`config.mk`:
```
export PLATFORM = sky130hd
export DESIGN_NAME = pll_lock_detect
export DESIGN_NICKNAME = d
export VERILOG_FILES = /design/src/rtl/pll_pkg.sv /design/src/rtl/pll_lock_detect_ref_sync.sv /design/src/rtl/pll_lock_detect.sv
export SDC_FILE = /design/constraint.sdc
export NUM_CORES = 1
export LEC_CHECK = 0
export ABC_AREA = 1
export CAP_MARGIN = 5
export CORE_MARGIN = 3
export CORE_UTILIZATION = 30
export DETAILED_ROUTE_END_ITERATION = 8
export HOLD_SLACK_MARGIN = 0.05
export PLACE_DENSITY = 0.47
export SLEW_MARGIN = 20
export SYNTH_ARGS = -nofsm -noshare
export SYNTH_HDL_FRONTEND = slang
export SYNTH_SLANG_ARGS = --single-unit
```
`constraint.sdc`:
```
create_clock -name Fin -period 3.8 [get_ports Fin]
set_input_delay 0.76 -clock Fin [delete_from_list [all_inputs] [get_ports Fin]]
set_output_delay 0.76 -clock Fin [all_outputs]
set_load 0.02 [all_outputs]
```
`src/rtl/pll_pkg.sv`:
```
// Shared constants and state type for the PLL lock detector.
package pll_pkg;

    localparam int DIV_RATIO       = 64;  // Fin / F_PFD at lock
    localparam int WIN_LEN_DEF     = 16;
    localparam int EXP_CNT_DEF     = 16;
    localparam int TOL_DEF         = 1;
    localparam int LOCK_WINS_DEF   = 4;
    localparam int UNLOCK_WINS_DEF = 2;
    localparam int CW_DEF          = 8;

    typedef enum logic {IDLE, MEASURE} lock_state_t;

endpackage

```
`src/rtl/pll_lock_detect_ref_sync.sv`:
```
// Brings Fref into the Fin domain: 2-FF synchronizer plus an edge register,
// producing a one-cycle ref_rise pulse.
module ref_sync (
    input  logic Fin,
    input  logic Resetn,
    input  logic Fref,
    output logic ref_rise
);

    // [0],[1]: metastability stages; [2]: previous synchronized level
    logic [2:0] sync_q, sync_d;

    always_comb sync_d = {sync_q[1:0], Fref};

    always_ff @(posedge Fin or negedge Resetn) begin
        if (!Resetn) sync_q <= '0;
        else         sync_q <= sync_d;
    end

    assign ref_rise = sync_q[1] & ~sync_q[2];

endmodule

```
`src/rtl/pll_lock_detect.sv`:
```
// Window-based PLL lock detector: counts F_PFD edges per WIN_LEN Fref edges.
// Optional FreqErr output enabled by defining PLL_LOCK_ERR_EN.
module pll_lock_detect
    import pll_pkg::*;
#(
    parameter int WIN_LEN     = WIN_LEN_DEF,
    parameter int EXP_CNT     = EXP_CNT_DEF,
    parameter int TOL         = TOL_DEF,
    parameter int LOCK_WINS   = LOCK_WINS_DEF,
    parameter int UNLOCK_WINS = UNLOCK_WINS_DEF,
    parameter int CW          = CW_DEF
) (
    input  logic              Fin,
    input  logic              Resetn,
    input  logic              Fref,
    input  logic              F_PFD,
    input  logic              LockLostClr,
    output logic              Locked,
    output logic              LockLost,
    output logic              WinDone
`ifdef PLL_LOCK_ERR_EN
    ,
    output logic signed [CW:0] FreqErr
`endif
);

    localparam int RMAX = (LOCK_WINS > UNLOCK_WINS) ? LOCK_WINS : UNLOCK_WINS;
    localparam int RW   = $clog2(RMAX + 1);
    localparam logic [CW-1:0]        CNT_MAX = '1;
    localparam logic signed [CW:0]   TOL_S   = (CW+1)'(TOL);

    lock_state_t       state_q, state_d;
    logic [CW-1:0]     ref_cnt_q, ref_cnt_d;
    logic [CW-1:0]     pfd_cnt_q, pfd_cnt_d;
    logic [RW-1:0]     good_run_q, good_run_d;
    logic [RW-1:0]     bad_run_q, bad_run_d;
    logic              locked_q, locked_d;
    logic              lost_q, lost_d;
    logic              win_done_q, win_done_d;
    logic              f_pfd_q;
`ifdef PLL_LOCK_ERR_EN
    logic signed [CW:0] ferr_q, ferr_d;
`endif

    logic              ref_rise, pfd_rise, good;
    logic [CW-1:0]     pfd_inc, cnt_eval;
    logic signed [CW:0] err;

    ref_sync u_ref_sync (
        .Fin      (Fin),
        .Resetn   (Resetn),
        .Fref     (Fref),
        .ref_rise (ref_rise)
    );

    // A pfd_rise coincident with the window-ending ref_rise belongs to that window
    always_comb begin
        pfd_rise = F_PFD & ~f_pfd_q;
        pfd_inc  = (pfd_cnt_q == CNT_MAX) ? CNT_MAX : pfd_cnt_q + CW'(1);
        cnt_eval = pfd_rise ? pfd_inc : pfd_cnt_q;
        err      = $signed({1'b0, cnt_eval}) - $signed((CW+1)'(EXP_CNT));
        good     = (cnt_eval != CNT_MAX) && (err <= TOL_S) && (err >= -TOL_S);
    end

    always_comb begin
        state_d    = state_q;
        ref_cnt_d  = ref_cnt_q;
        pfd_cnt_d  = pfd_cnt_q;
        good_run_d = good_run_q;
        bad_run_d  = bad_run_q;
        locked_d   = locked_q;
        lost_d     = LockLostClr ? 1'b0 : lost_q;
        win_done_d = 1'b0;
`ifdef PLL_LOCK_ERR_EN
        ferr_d     = ferr_q;
`endif
        case (state_q)
            IDLE: begin
                if (ref_rise) begin
                    state_d   = MEASURE;
                    ref_cnt_d = '0;
                    pfd_cnt_d = '0;
                end
            end
            MEASURE: begin
                if (pfd_rise) pfd_cnt_d = pfd_inc;
                if (ref_rise) begin
                    if (ref_cnt_q == CW'(WIN_LEN - 1)) begin
                        ref_cnt_d  = '0;
                        pfd_cnt_d  = '0;
                        win_done_d = 1'b1;
`ifdef PLL_LOCK_ERR_EN
                        ferr_d     = err;
`endif
                        if (good) begin
                            bad_run_d  = '0;
                            if (good_run_q != RW'(LOCK_WINS)) good_run_d = good_run_q + RW'(1);
                        end else begin
                            good_run_d = '0;
                            if (bad_run_q != RW'(UNLOCK_WINS)) bad_run_d = bad_run_q + RW'(1);
                        end
                        // Loss event overrides a same-cycle LockLostClr
                        if (!locked_q && good_run_d == RW'(LOCK_WINS)) begin
                            locked_d = 1'b1;
                        end else if (locked_q && bad_run_d == RW'(UNLOCK_WINS)) begin
                            locked_d = 1'b0;
                            lost_d   = 1'b1;
                        end
                    end else begin
                        ref_cnt_d = ref_cnt_q + CW'(1);
                    end
                end
            end
            default: state_d = IDLE;
        endcase
    end

    always_ff @(posedge Fin or negedge Resetn) begin
        if (!Resetn) begin
            state_q    <= IDLE;
            ref_cnt_q  <= '0;
            pfd_cnt_q  <= '0;
            good_run_q <= '0;
            bad_run_q  <= '0;
            locked_q   <= 1'b0;
            lost_q     <= 1'b0;
            win_done_q <= 1'b0;
            f_pfd_q    <= 1'b0;
`ifdef PLL_LOCK_ERR_EN
            ferr_q     <= '0;
`endif
        end else begin
            state_q    <= state_d;
            ref_cnt_q  <= ref_cnt_d;
            pfd_cnt_q  <= pfd_cnt_d;
            good_run_q <= good_run_d;
            bad_run_q  <= bad_run_d;
            locked_q   <= locked_d;
            lost_q     <= lost_d;
            win_done_q <= win_done_d;
            f_pfd_q    <= F_PFD;
`ifdef PLL_LOCK_ERR_EN
            ferr_q     <= ferr_d;
`endif
        end
    end

    assign Locked   = locked_q;
    assign LockLost = lost_q;
    assign WinDone  = win_done_q;
`ifdef PLL_LOCK_ERR_EN
    assign FreqErr  = ferr_q;
`endif

endmodule

```
==> impl_metrics.yaml, run 1 <==
grt:
  gr-total-overflow: 0
  grt_pass1_vias: 1481
  grt_use_total: 0.1169
  antenna_found_initial: 0
  grt_pass1_wl_um: 6844
  grt_start_max_net_pins: 31
timing:
  max_slew_margin: 0.5674
  period_needed_ns: 3.303
  period_share: 0.8693
  setup_ws_ns: 0.4967
  worst_pin_slew_ns: 0.6445
  slew_viol_final: 0
  setup_violations: 0
  finalHoldViolCount: 0
  rsz0062_at_grt: "false"
  max_freq_mhz: 302.7
  skew_ns: 0.006501
  finalSetupTns_ns: 0
placement:
  gpl.final_weighted_congestion: 0.7725
  portBuffers: 7
  dp_hpwl_um: 2811
  place_area_sq_um: 2077
  dp_slack_ns: 0.1966
synth:
  synth_most_common_cell: "inv_1"
  synth_edf_count: 0
  syn-num-nets: 255
  synth_common_cells: "45 x inv_1, 43 x nand2_1, 30 x dfrtp_1"
  ys_seq_area_frac: 0.3955
  syn_inst: 239
  synth_top_area_frac: 0.3955
  synthFlopType: "dfrtp_1"
  synth_cell_types: 31
  synthArstFlopShare: 1.000
  ys_warn_count: 0
  synth_top_area_cell: "dfrtp_1"
  yosys_register_bits: 30
  synth_area_per_cell_sq_um: 7.942
  synth_area_leaders: "dfrtp_1 40%, inv_1 8.9%, nand2_1 8.5%, ha_1 7.3%, nand3_1 5.0%"
  mappedNetlistArea_sq_um: 1898
floorplanning:
  row_count: 28
  pin_count: 8
  core_area_sq_um: 6026
  dieHeight_um: 85.54
  die_w_um: 85.54
  die-area_sq_um: 7317
  initial_core_util: 0.3150
routing:
  drt_iter0_drc: 40
  first_pass_iters: 6
  drc: 0
  viasPerCell: 4.502
  wire_per_inst_um: 11.37
  drt_wl_total_um: 3763
  num_vias: 1490
  antenna_left: 0
worst_hold_path:
  hold_path_class: "reg2reg"
setup_path:
  max_stage_delay_ns: 0.51
  start_kind: "input port"
  critPathCaptureType: "register"
  crit_path_cell_trace: "clkdlybuf4s50_1 > nand2_2 > nor2_8 > nand3_2 > nand3_2 > inv_1 > ha_1 > or2_1 > nand2_2 > nor2_2 > and3_2 > ha_1 > nand3_1 > nand3_2 > nand2_4 > nand4_2 > nand2_1 > inv_1"
  worst-path-max-fanout: 6
  arrival_ns: 3.49
  r2r_slack_ns: 0.84
  path_class: "in2reg"
  cp.required_ns: 3.98
  cpMostUsedCell: "nand3_2"
  cpMaxStageDelayCell: "clkdlybuf4s50_1"
clocking:
  htreeDepth: 2
  clk_latency_ns: 0.28
  clk_path_buf_depth: 2
  cts_root_buffer: "clkbuf_8"
  clkTransAtPathRegs_ns: 0.07
  cts_hold_buf: 0
  clock-sinks: 30
  cts-buffers-inserted: 5
  cts_resized: 0
  cts_tree: "done"
  post-cts-setup-buffer-count: 0
finish:
  nNetsFinal: 271
  final_cell_area_sq_um: 2172
  n_antenna_cell: 0
  drive_gt1_frac: 0.1523
  final_util: 0.3605
  syn_to_final_growth_pct: 14.44
power_and_ir_drop:
  p_per_area_nw_per_um2: 524.7
  p_total_mw: 1.140
  vdd_drop_max_mv: 0.2498
  p_leak_nw: 1.104
job:
  maxCapViolCount: 0
outcome:
  status: "finished, final reports clean"
-- registers in the layout, indices dropped and copies added, names as in the netlist --
name / count
f_pfd_q: 1
WinDone: 1
state_q: 1
ref_cnt_q: 8
LockLost: 1
bad_run_q: 3
good_run_q: 3
pfd_cnt_q: 8
u_ref_sync.sync_q: 3
Locked: 1
-- through the flow --
step	instances	hold slack, ns
2_1_floorplan	239	0.3312
6_report	331	0.3733
3_5_place_dp	323	0.3464
4_1_cts	331	0.3768
3_3_place_gp	323	0.3551
5_1_grt	331	0.3945
-- worst max-delay path, delay by kind of cell --
kind | cells | cell delay, ns
buffers and inverters | 3 | 0.64
AND/OR/NAND/NOR | 13 | 1.58
adder cells (fa/ha/maj) | 2 | 0.50
-- placed cells by master, fill, tap and decap left out, drive strengths merged --
cell type	netlist	layout
or2	1	1
xor2	5	5
nor3	2	2
clkbuf	0	6
clkinvlp	0	1
o21ai	18	18
nand3	23	23
a31o	1	1
a22o	1	1
xnor2	1	1
o22ai	9	9
nand2	53	53
inv	47	47
buf	0	2
ha	11	11
nand3b	1	1
clkdlybuf4s50	0	7
a31oi	1	1
a21oi	4	4
dfrtp	30	30
nand4	6	6
clkinv	0	1
and3	1	1
o32ai	1	1
nor2	23	23
-- final timing paths --
| path | from | to | cells after the start |
|---|---|---|---|
| worst max-delay path | F_PFD | Locked | 18 |
| worst min-delay path | u_ref_sync.sync_q[0] | u_ref_sync.sync_q[1] | 0 |
| worst max register to register | pfd_cnt_q[0] | Locked | 18 |
| worst min register to register | u_ref_sync.sync_q[0] | u_ref_sync.sync_q[1] | 0 |
| max in group asynchronous | Resetn | f_pfd_q | 2 |
| min in group asynchronous | Resetn | pfd_cnt_q[4] | 2 |
-- cells by family after synthesis --
| family | count (synthesis) | share of synthesized area |
|---|---|---|
| XOR/XNOR | 6 | 0.02769 |
| adder cells (fa/ha/maj) | 11 | 0.07251 |
| AND/OR/NAND/NOR | 110 | 0.3026 |
| AO/OA/AOI/OAI | 35 | 0.1088 |
| flip-flops | 30 | 0.3955 |
| buffers and inverters | 47 | 0.09295 |
-- cell type report --
cell class                      instances  area [sq um]
Fill cell                             641          3854
Inverter                               47         176.4
Sequential cell                        30         750.7
Clock inverter                          2         12.51
Multi-Input combinational cell        162         970.9
Timing Repair Buffer                    9         85.08
Clock buffer                            6         82.58
Tap cell                               75         93.84
-- power by group --
part / internal [mW] / leakage (nW) / switching, mW
Combinational: 0.153 / 0.705 / 0.263
Sequential: 0.385 / 0.352 / 0.0649
Clock: 0.145 / 0.0472 / 0.129
Total: 0.683 / 1.10 / 0.456
-- metal layers --
metal  global-route usage  vias to the layer above  share of wire
li1                     -                      808              -
met1               0.1604                      651           0.53
met2               0.1780                       24           0.41
met3              0.02690                        7          0.036
met4              0.04748                        0          0.016
met5                    0                        -              0
(Power assumes the default switching activity.)
==> inputs of run 2 (changes only) <==
TNS_END_PERCENT = 100   (was default)
==> results of run 2 <==
Same layout as run 1: the final DEF is identical, and so are final timing and power.
